[config.mk]
export PLATFORM = sky130hd
export DESIGN_NAME = out_port_sched
export DESIGN_NICKNAME = d
export VERILOG_FILES = /design/src/rtl/out_port_sched.sv
export SDC_FILE = /design/constraint.sdc
export NUM_CORES = 1
export LEC_CHECK = 0
export ABC_AREA = 1
export CAP_MARGIN = 20
export CORE_MARGIN = 3
export CORE_UTILIZATION = 30
export CTS_CLUSTER_SIZE = 8
export DETAILED_ROUTE_END_ITERATION = 12
export GPL_ROUTABILITY_DRIVEN = 1
export PLACE_DENSITY = 0.47
export SYNTH_ARGS = -nofsm -noshare
export SYNTH_HDL_FRONTEND = slang
export SYNTH_SLANG_ARGS = --single-unit
[constraint.sdc]
create_clock -name gclock -period 2.7 [get_ports gclock]
set_input_delay 0.54 -clock gclock [delete_from_list [all_inputs] [get_ports gclock]]
set_output_delay 0.54 -clock gclock [all_outputs]
set_load 0.05 [all_outputs]
[src/rtl/out_port_sched.sv]
// out_port_sched: round-robin scheduler driving the out_port buffer select.
// Grants one eligible buffer at a time, holds i_addr until downstream accepts
// the word (valid_next low), counts accepted transfers and flags stalls that
// exceed TIMEOUT wait cycles.
module out_port_sched #(
  parameter int unsigned NPORT   = 3,  // at most 3; i_addr 2'b11 means idle
  parameter int unsigned TIMEOUT = 15  // 1..255
) (
  input  logic             gclock,
  input  logic             reset,        // synchronous, active-low
  input  logic             enable,
  input  logic [NPORT-1:0] port_pending,
  input  logic [NPORT-1:0] port_mask,
  input  logic             valid_next,   // 0 = word accepted this cycle
  output logic [1:0]       i_addr,
  output logic [1:0]       grant_port,
  output logic             xfer_done,
  output logic [15:0]      xfer_count,
  output logic             stall_err
);

  localparam logic [1:0] AddrIdle = 2'b11;
  localparam logic [1:0] LastPort = 2'(NPORT - 1);
  localparam logic [7:0] WdLimit  = 8'(TIMEOUT - 1);

  typedef enum logic [1:0] {StIdle, StIssue, StWait} state_e;

  state_e      r_state;
  logic [1:0]  r_i_addr;
  logic [1:0]  r_grant_port;
  logic [1:0]  r_ptr;
  logic        r_xfer_done;
  logic [15:0] r_xfer_count;
  logic        r_stall_err;
  logic [7:0]  r_wd;

  logic [NPORT-1:0] w_eligible;
  logic [3:0]       w_elig_pad;
  logic [2:0]       w_sum;
  logic             w_found;
  logic [1:0]       w_winner;

  // Round-robin search starting just after the pointer, ending at the pointer.
  always_comb begin
    w_eligible = port_pending & ~port_mask;
    w_elig_pad = 4'(w_eligible);
    w_found    = 1'b0;
    w_winner   = r_ptr;
    w_sum      = 3'd0;
    for (int i = 1; i <= int'(NPORT); i++) begin
      w_sum = {1'b0, r_ptr} + 3'(i);
      if (w_sum >= 3'(NPORT)) begin
        w_sum = w_sum - 3'(NPORT);
      end
      if (!w_found && w_elig_pad[w_sum[1:0]]) begin
        w_found  = 1'b1;
        w_winner = w_sum[1:0];
      end
    end
  end

  // Scheduler FSM with all outputs registered.
  always_ff @(posedge gclock) begin
    if (!reset) begin
      r_state      <= StIdle;
      r_i_addr     <= AddrIdle;
      r_grant_port <= LastPort;
      r_ptr        <= LastPort;
      r_xfer_done  <= 1'b0;
      r_xfer_count <= 16'd0;
      r_stall_err  <= 1'b0;
      r_wd         <= 8'd0;
    end else begin
      r_xfer_done <= 1'b0;
      case (r_state)
        StIdle: begin
          r_i_addr <= AddrIdle;
          if (enable && w_found) begin
            r_i_addr     <= w_winner;
            r_ptr        <= w_winner;
            r_grant_port <= w_winner;
            r_state      <= StIssue;
          end
        end
        StIssue: begin
          // One cycle for out_port to latch the address before watching valid_next.
          r_wd    <= 8'd0;
          r_state <= StWait;
        end
        StWait: begin
          if (!valid_next) begin
            r_xfer_done  <= 1'b1;
            r_xfer_count <= r_xfer_count + 16'd1;
            // Re-arbitrate on the accepting edge so transfers run back-to-back.
            if (enable && w_found) begin
              r_i_addr     <= w_winner;
              r_ptr        <= w_winner;
              r_grant_port <= w_winner;
              r_state      <= StIssue;
            end else begin
              r_i_addr <= AddrIdle;
              r_state  <= StIdle;
            end
          end else if (r_wd == WdLimit) begin
            // Abandon the stalled transfer; pointer stays on it so others go first.
            r_wd        <= r_wd + 8'd1;
            r_stall_err <= 1'b1;
            r_i_addr    <= AddrIdle;
            r_state     <= StIdle;
          end else begin
            r_wd <= r_wd + 8'd1;
          end
        end
        default: begin
          r_i_addr <= AddrIdle;
          r_state  <= StIdle;
        end
      endcase
    end
  end

  assign i_addr     = r_i_addr;
  assign grant_port = r_grant_port;
  assign xfer_done  = r_xfer_done;
  assign xfer_count = r_xfer_count;
  assign stall_err  = r_stall_err;

endmodule

==> results of run 1 <==
[cells in the mapped netlist (2+ instances only)]
cell	count
o21ai_1	7
xnor2_1	3
a21oi_1	20
clkbuf_1	2
nor2_2	2
ha_1	6
nand2_1	51
nor2_1	30
nand3_1	25
nand4_1	6
inv_2	4
nand2_4	4
inv_1	42
dfxtp_1	32
nor3_1	5
o21ai_0	10
[stage by stage]
| stage | power, mW | hold WS (ns) | setup slack (ns) |
|---|---|---|---|
| after floorplan | 0.984 | 0.439 | 0.546 |
| after global placement | 1.14 | 0.451 | 0.516 |
| after detailed placement | 1.12 | 0.453 | 0.553 |
| after CTS | 1.53 | 0.464 | 0.525 |
| after global routing | 1.62 | 0.508 | 0.426 |
| final | 1.51 | 0.461 | 0.531 |
[worst min-delay path, stage by stage, from the launching register on]
cell,delay [ns]
dfxtp_1,0.31
nand2_1,0.06
a21oi_1,0.05
[cells by family (layout without fill, tap and decap cells)]
logic type / Yosys count / after routing / synth area share
simple gates: 130 / 130 / 0.347
compound gates: 42 / 42 / 0.127
fa+ha+maj: 6 / 6 / 0.0418
buf+inv: 51 / 88 / 0.109
flops: 32 / 32 / 0.357
xor+xnor: 4 / 4 / 0.0195
[per-layer routing]
metal / routed length (µm) / track usage
met5: 0 / 0
met4: 47 / 0.0357
met3: 150 / 0.0377
met2: 1860 / 0.201
met1: 2120 / 0.163
[registers in the layout, indices dropped and copies added, names as in the netlist]
name,cells
stall_err,1
xfer_count,16
i_addr,2
r_wd,8
grant_port,2
xfer_done,1
r_state,2
[how the worst min path moves through the flow]
stage / to / slack [ns] / cells past startpoint
after floorplan: r_wd[7]$_SDFFE_PN0P_ / 0.44 / 2
after global placement: r_wd[6]$_SDFFE_PN0P_ / 0.45 / 2
after detailed placement: r_wd[7]$_SDFFE_PN0P_ / 0.45 / 2
after CTS: r_wd[7]$_SDFFE_PN0P_ / 0.46 / 2
after global routing: r_wd[6]$_SDFFE_PN0P_ / 0.51 / 2
final: r_wd[7]$_SDFFE_PN0P_ / 0.46 / 2
[area by class of cell]
class,count,area (µm²)
Clock buffer,7,86.3
Timing Repair Buffer,32,318
Inverter,48,183
Clock inverter,1,7.51
Fill cell,576,3360
Multi-Input combinational cell,182,961
Tap cell,72,90.1
Sequential cell,32,641
[where the power goes]
part | total [mW] | switching, mW | internal [mW] | leakage [nW]
clock | 0.399 | 0.191 | 0.207 | 0.0445
combinational | 0.575 | 0.386 | 0.189 | 0.717
sequential | 0.537 | 0.0310 | 0.506 | 0.259
total | 1.51 | 0.609 | 0.902 | 1.02
==> metrics list, run 1 <==
* Number of top-level pins: 32
* Largest stage delay on the critical path: approximately 0.86 ns
* Largest cells by area after synthesis: dfxtp_1 (36%), nand2_1 (11%), inv_1 (8.8%)
- Clock tree synthesis inserted a total of 5 buffers.
- Post-synthesis cell type with the largest combined area: dfxtp_1
- Number of diodes added for antenna fixing: 0
- The die covers 6950 µm².
- At the worst endpoint, the arrival time is 1.63 ns.
- In the global route stage, overall resource usage came out at 0.126.
* Remaining global-route overflow: 0
- The total area inside the core boundary comes to 5640 µm².
* RSZ-0062 raised after global routing: no
- Cell count after synthesis: 265
- The library cells used most frequently in the layout, excluding fill and tap cells, are nand2_1 (51), inv_1 (42), dfxtp_1 (32), clkdlybuf4s50_1 (31), nor2_1 (30).
- Cts hold-fix bufs: 0
* Maximum fanout count along the critical path: 8
- Antenna Violating Nets Remaining: 0
- Clock tree from TritonCTS: yes
- Async S/R FF share, synth: 0
- The first routing iteration left 76 violations.
- Final core utilization: 0.405
- The setup check on the worst reg-to-reg path leaves a slack of 0.68 ns.
* Area share of the largest cell type after synthesis: 0.357
* Number of port buffers: 31
- Actual slew at the worst max-slew pin: 0.600 ns
- Total number of vias: between 1500 and 2000
- Critical path capture point: xfer_count[4]
* Count of max-cap constraint violations: 0
- The library cell used most frequently in the layout, excluding fill and tap cells, is nand2_1.
- Maximum level of the CTS H-tree: 2
- For this run, the number of Yosys warnings is 0.
- The first global-routing pass estimated 7180 µm of wire.
* Detailed-placement wirelength estimate: 3140 µm
- Worst reg2reg path depth: 11
- For this run, the leading register cell type out of synthesis is dfxtp_1.
- Final standard cell count with taps included and fillers excluded: 374
- After detailed routing, the number of vias per cell comes to 4.47.
* Worst Setup End Kind: primary output
- PD cells: 661 nW/µm²
- Per-cell routed wire length: about 11 µm
- Counting tap cells, the placed design contains a total of 366 instances.
* Worst Path Class, Setup: flop to primary output
* Maximum number of pins on one net before global-route repair: 17
* Post-cts sizing count: 0
- In this run the critical register-to-register path is captured at i_addr[1]$_SDFFE_PN1P_.
- Counting flops and latches in the post-synthesis netlist gives 32.
- The tree is rooted in a clkbuf_8.
- The number of global-route vias before repair is 1582.
- Class of the most critical hold timing path: flop to flop
- Post-detailed-route DRC marker count: 0
* Cell type of the slowest stage on the worst timing path: clkdlybuf4s50_1
- Kind of cell adding the most delay to the critical path: buffers and inverters
- The critical path starts at xfer_count[4]$_SDFFE_PN0P_.
* Worst-Skew Late Latency: approximately 0.29 ns
- Routability-driven placement finished with a final weighted congestion of 0.818.
- Crit path buf inv count: 1
- Seq/Total Area, Yosys: 0.357
* Row count: 27
* Kind of start point of the critical path: flop
- Post-synthesis instance area: about 1800 µm²
* Post-synthesis average cell area: between 6 and 7 µm²
- Worst supply voltage drop on vdd: 0.000242 V
* Initial antenna violation count: 0
- The number of setup buffers added after CTS is 0.
- Static timing analysis puts the maximum clock frequency at 0.461 GHz.
* Fin. max-slew vios: 0
- Summed over all layers, the routed wires come to 4180 µm.
* Fin crit share: 0.803
- Shortest period the worst path allows: 2.17 ns
- After the last flow step, the layout net total stands at 317.
- Start point of the worst hold path: r_wd[7]$_SDFFE_PN0P_
- The run finished with clean final reports.
- The signal on the critical path passes through clkdlybuf4s50_1.
- Source of the worst register-to-register timing path: grant_port[0]$_SDFFE_PN0P_
- Post-Route Skew: 0.0126 ns
* Area grow syn2layout: 27.2%
* Number of flops mapped to enable cells by yosys: 0
* Final setup violation count: 0
* Data required time at the worst endpoint: about 2.2 ns
- Once placement finished, the instance area stood at 2190 µm².
- Height of the chip: 83.4 µm
* Tightest slew margin relative to the limit: 0.599
- Summed over all failing endpoints, the final setup total negative slack is 0 ns.
- # clock sinks: 32
- Total iterations of the first detailed-routing run: 4
- Number of different library cells in the post-synthesis netlist: 32
* Cell area after layout: approximately 2300 µm²
- In the final layout, the share of cells above drive strength 1 is 0.0861.
* Width of the chip: 83.4 µm
- Cell depth of the worst setup path: 1
- Final hold viol count: 0
- After clock tree synthesis, the clock-pin slew on the worst setup and hold paths is about 0.070 ns.
- Initial Utilization: 0.318
- Leakage power: 1.02 nW
* Clk buf depth: 2
- The number of nets in the synthesized netlist is 281.
Power figures use the tool's default switching activity.
==> inputs of run 2 (changes only) <==
- PLACE_DENSITY: 0.47 -> 0.49
- clock period: 2.7 -> 1.9 ns (I/O delays scaled with it)
==> metrics list, run 2 (synthesis results as in run 1) <==
- Sequence of cells on the critical path: clkdlybuf4s50_1
- Final setup violation count: 0
- Worst Path Class, Setup: flop to primary output
* Row count: 27
* Seq pwr share: 0.337
- Total wire length after detailed routing: 4260 µm
- Per-cell routed wire length: 11.1 µm
* Internal power summed over all cells: 1.40 mW
- The register with the most flip-flops in the layout has 16 of them.
* Number of instances on the worst hold path: 2
* Via-to-Cell Ratio: 4.56
* Root Driver: clkbuf_8
- In this run the standard cell core region covers between 5000 and 6000 µm².
* Maximum level of the CTS H-tree: 2
* Crit path buf inv count: 1
* RSZ-0062 raised after global routing: no
* Leakage power: 1.12 nW
* Width of the chip: 83.4 µm
- Once detailed placement completed, the half-perimeter wirelength came to 3250 µm.
- The largest single stage delay on the critical path is 0.80 ns.
- Worst Setup End Kind: primary output
- The die covers between 6000 and 7000 µm².
- Worst-Skew Late Latency: roughly 0.29 ns
- The run finished with clean final reports.
- Global-route wire length before repair: 7690 µm
- In the final layout, the share of cells above drive strength 1 is 0.198.
- Port buffering added 31 buffers.
- Initial Utilization: 0.318
- Number of top-level pins: 32
- Fin crit share: 0.969
- In this run the remaining antenna-violating nets after routing total 0.
* Final hold viol count: 0
- Count of max-cap constraint violations: 0
* Total CTS buffers: 5
- Among all stages on the critical path, the largest delay is contributed by clkdlybuf4s50_1.
* Actual slew at the worst max-slew pin: slightly below 0.5 ns
- For this design the ratio of total power to cell area is 973 nW/µm².
- For this run, design rule violations remaining after detail routing come to 0.
* Remaining global-route overflow: 0
* Height of the chip: ~83 µm
- In the layout the commonest cells are nand2_1 (49), inv_1 (42), dfxtp_1 (30), buf_4 (29), nor2_1 (27).
* Worst reg2reg path depth: 12
- Worst supply voltage drop on vdd: 0.000389 V
* Post-Route Skew: 0.0114 ns
- For this block, the initial DRC count from the detailed router was 81.
- Subtracting the final worst setup slack from the clock period gives 1.84 ns.
- The cell family contributing the most delay on the critical path is buffers and inverters.
- Maximum number of pins on one net before global-route repair: 16
* Maximum fanout count along the critical path: 5
- Of the total power, the share spent switching nets is 0.390.
- Across every metal layer, demand over resource in global routing totals 0.133.
- GP Congestion: 0.787
* Number of diodes added for antenna fixing: 0
- Class of the most critical hold timing path: flop to flop
* Kind of start point of the critical path: flop
* Cell area after layout: around 2400 µm²
* Gate power share: 0.404
- In this run the tightest slew margin relative to its limit is 0.668.
- The pre-antenna-repair detailed-routing pass consisted of 4 iterations.
- The clock drives 32 sinks.
- The number of global-route vias before repair came to 1650.
- Counting along the longest clock path gives a buffer depth of 2.
* Placed cell areas: 2240 µm²
- After the last flow step, the layout net total stands at 328.
* Data required time at the worst endpoint: 1.52 ns
- Filler Cell Count: 627
- Total number of vias: ~1800
- In this run the number of cells on the critical path is 1.
- Hold slack final: between 0.4 and 0.5 ns
- Compared with the post-synthesis result, the final layout area differs by 31.8%.
* Fin. max-slew vios: 0
* Clk pin slew, worst setup/hold paths: 0.07 ns
- Final core utilization: 0.420
- The share of total power dissipated in the clock network is 0.259.
- Data arrival time of the critical path: 1.46 ns
- Setup_tns: 0 ns
- Timing would allow up to 0.543 GHz.
- The initial antenna violation count came to 0.
- In this run, post-CTS hold repair placed 0 buffers.
* Clock tree from TritonCTS: yes
* Net switching power of the design: between 0.8 and 0.9 mW
* Most common cell after layout, fill and taps aside: nand2_1
run 2: cell types whose count changed in the layout (fill, tap and decap cells not counted), sizes merged:
| cell | delta |
|---|---|
| clkinv | +1 |
| clkdlybuf4s50 | -17 |
| buf | +28 |
| clkinvlp | -1 |
run 2: final cells by class:
cell class | count | area, µm² | area share
Timing Repair Buffer | 43 | 358 | 0.151
Tap cell | 72 | 90.1 | 0.0381
Inverter | 48 | 183 | 0.0772
Sequential cell | 32 | 648 | 0.274
Clock buffer | 7 | 97.6 | 0.0412
Multi-Input combinational cell | 182 | 986 | 0.416
Clock inverter | 1 | 5.00 | 0.00211
run 2: final timing paths:
kind | startpoint | endpoint | slack (ns)
worst max-delay path | grant_port[0]$_SDFFE_PN0P_ | grant_port[0] | 0.06
worst min-delay path | r_wd[7]$_SDFFE_PN0P_ | r_wd[7]$_SDFFE_PN0P_ | 0.46
worst max register to register | grant_port[0]$_SDFFE_PN0P_ | i_addr[1]$_SDFFE_PN1P_ | 0.18
worst min register to register | r_wd[7]$_SDFFE_PN0P_ | r_wd[7]$_SDFFE_PN0P_ | 0.46
run 2: power by group through the flow:
stage / clock network [mW] / logic, mW / registers, mW
floorplan: 0 / 0.506 / 0.902
global placement: 0 / 0.888 / 0.793
detailed placement: 0 / 0.879 / 0.792
CTS: 0.622 / 0.883 / 0.778
global route: 0.650 / 1.05 / 0.787
finish: 0.596 / 0.931 / 0.777
run 2: layer usage:
layer / vias to the layer above / global-route usage / share of wire
li1: 951 / - / -
met1: 764 / 0.184 / 0.52
met2: 32 / 0.200 / 0.43
met3: 7 / 0.0327 / 0.037
met4: 0 / 0.0446 / 0.015
met5: - / 0 / 0
run 2: stage by stage:
stage	worst slack (ns)	power [mW]	instances
2_1_floorplan	0.0599	1.41	265
3_3_place_gp	-0.00554	1.68	377
3_5_place_dp	-0.0199	1.67	377
4_1_cts	0.0337	2.28	385
5_1_grt	0.0200	2.48	385
6_report	0.0591	2.30	385
run 2: repair_timing:
action,in CTS,in global routing
setup endpoints to repair,0,4
setup buffers,0,0
resized for setup,0,7
==> inputs of run 3 (changes only) <==
- CORE_UTILIZATION: 30 -> 36
- PLACE_DENSITY: 0.49 -> 0.57
==> metrics list, run 3 (synthesis results as in run 1) <==
* Result of the run: complete, no violations
- The design draws 2.41 mW.
- Total area of multi-input combinational cells: around 980 µm²
- Class of the most critical hold timing path: flop to flop
- The first global-routing pass estimated 7110 µm of wire.
- Maximum fanout count along the critical path: 5
* Worst Slack Setup Final: 0.0489 ns
- 0 antenna diodes ended up in the layout.
- Pin placement for this block handled 32 I/O pins.
* Total wire length after detailed routing: 4210 µm
* Gate power share: 0.375
* Tightest slew margin relative to the limit: 0.666
- Starting DRC count in detailed routing: 50
- The tool flagged a number of max-cap violations equal to 0.
- Row generation in the floorplan step produced 25 rows.
- OpenSTA, run right after detailed placement, puts the worst setup slack at -0.0146 ns.
* Area grow syn2layout: 31.3%
* Final hold viol count: 0
* Seq pwr share: 0.323
- PD cells: 1020 nW/µm²
- Total CTS buffers: 5
- Vias in the first global route: 1581
* Total number of vias: about 1700
* Crit path buf inv count: 1
- Total iterations of the first detailed-routing run: 4
- Largest stage delay on the critical path: 0.80 ns
* Hold slack final: 0.472 ns
- The worst setup path is captured at a primary output.
- Setup violations remaining at the end of the flow were counted as 0.
- Cell type of the slowest stage on the worst timing path: clkdlybuf4s50_1
* Sequence of cells on the critical path: clkdlybuf4s50_1
- Actual slew at the worst max-slew pin: 0.500 ns
- GP Congestion: 0.835
- Maximum number of pins on one net before global-route repair: 16
- Worst-Skew Late Latency: 0.29 ns
- Fraction of layout instances using a drive strength above 1: 0.184
- The register with the most flip-flops in the layout has 16 of them.
- Final core utilization: 0.493
- For this run, the top clock speed supported by timing is 0.540 GHz.
- Total setup buffers inserted after CTS: 0
- Initial Utilization: 0.375
- Remaining global-route overflow: 0
* Total die area: 5870 µm²
- Data arrives at the worst endpoint at 1.47 ns.
- Clk buf depth: 2
- Leading cell types in the layout, fill and taps excluded: nand2_1 (50), inv_1 (42), dfxtp_1 (30), nor2_1 (29), nand3_1 (25)
* Post-detailed-route DRC marker count: 0
* Most common cell after layout, fill and taps aside: nand2_1
- The kind of cell with the highest combined delay along the critical path is buffers and inverters.
- Once placement finished, the instance area stood at 2210 µm².
- Fin. max-slew vios: 0
- Of the total power, the share spent switching nets is 0.371.
- Cell area after layout: 2360 µm²
- For this run, the total global-route usage over all layers was measured as 0.148.
- Root Driver: clkbuf_8
- Layout net count: 324
- Shortest period the worst path allows: 1.85 ns
- Fin crit share: 0.974
- In this run, post-CTS hold repair placed 0 buffers.
* Leakage power: 1.11 nW
- Per-cell routed wire length: 11.2 µm
- The filler cells instantiated in the layout total about 500.
* # clock sinks: 32
- The initial antenna violation count came to 0.
- From left edge to right edge, the die measures 76.6 µm.
- Measured along the y axis, the die boundary spans roughly 77 µm.
- The wire-length estimate of the detail-placed layout is 3100 µm.
- In the routed layout, each cell is associated on average with a via count of 4.63.
- TritonCTS built the clock tree.
- Clock network fraction of design power: 0.302
- Internal power summed over all cells: ~1.5 mW
- Across the VDD grid, the largest voltage drop is 0.000410 V.
- After clock tree synthesis, the clock-pin slew on the worst setup and hold paths is 0.07 ns.
- Worst Path Class, Setup: flop to primary output
- The count of nets left with antenna violations once routing finished came out at 0.
- The H-tree was split into 2 levels.
* Data required time at the worst endpoint: ~1.5 ns
* Post-Route Skew: 0.0110 ns
- Net switching power of the design: between 0.8 and 0.9 mW
* Core area: between 4000 and 5000 µm²
- Area occupied by registers: roughly 650 µm²
- Number of port buffers: 31
- Kind of start point of the critical path: flop
run 3: changes by cell type in the layout (fill, tap and decap cells not counted), moves of 2 or more:
cell / before / now
nor2_2: 5 / 3
nor2_1: 27 / 29
clkbuf_8: 5 / 7
buf_4: 29 / 24
run 3: area by class of cell:
class / instances / area share
Tap cell: 67 / 0.0355
Clock inverter: 1 / 0.0127
Multi-Input combinational cell: 182 / 0.418
Clock buffer: 7 / 0.0408
Sequential cell: 32 / 0.275
Inverter: 48 / 0.0785
Timing Repair Buffer: 39 / 0.140
run 3: per-layer routing:
| layer | vias to the layer above | wire length [µm] | track usage |
|---|---|---|---|
| li1 | 935 | - | - |
| met2 | 28 | 1880 | 0.234 |
| met5 | - | 0 | 0 |
| met3 | 6 | 162 | 0.0426 |
| met4 | 0 | 62 | 0.0543 |
| met1 | 771 | 2100 | 0.193 |
run 3: power by group through the flow:
stage / Combinational (mW) / Sequential [mW] / Clock, mW
finish: 0.903 / 0.779 / 0.726
global route: 1.02 / 0.788 / 0.772
CTS: 0.854 / 0.775 / 0.743
detailed placement: 0.851 / 0.791 / 0
global placement: 0.851 / 0.792 / 0
floorplan: 0.506 / 0.902 / 0
run 3: through the flow:
step | setup TNS, ns | instances
after floorplan | 0 | 265
after global placement | 0 | 368
after detailed placement | -0.0265 | 368
after CTS | 0 | 376
after global routing | -0.0281 | 376
final | 0 | 376
run 3: what timing repair did:
| action | in CTS | in global routing |
|---|---|---|
| endpoints found under the setup margin | 0 | 4 |
| endpoints found under the hold margin | 0 | 0 |
| gates resized for setup | 0 | 6 |
run 3: path summary, 6_finish.rpt:
kind	startpoint	to	slack, ns	cells after the start
worst max-delay path	grant_port[0]$_SDFFE_PN0P_	grant_port[0]	0.05	1
worst min-delay path	r_wd[7]$_SDFFE_PN0P_	r_wd[7]$_SDFFE_PN0P_	0.47	2
worst max register to register	grant_port[1]$_SDFFE_PN1P_	i_addr[0]$_SDFFE_PN1P_	0.16	11
worst min register to register	r_wd[7]$_SDFFE_PN0P_	r_wd[7]$_SDFFE_PN0P_	0.47	2
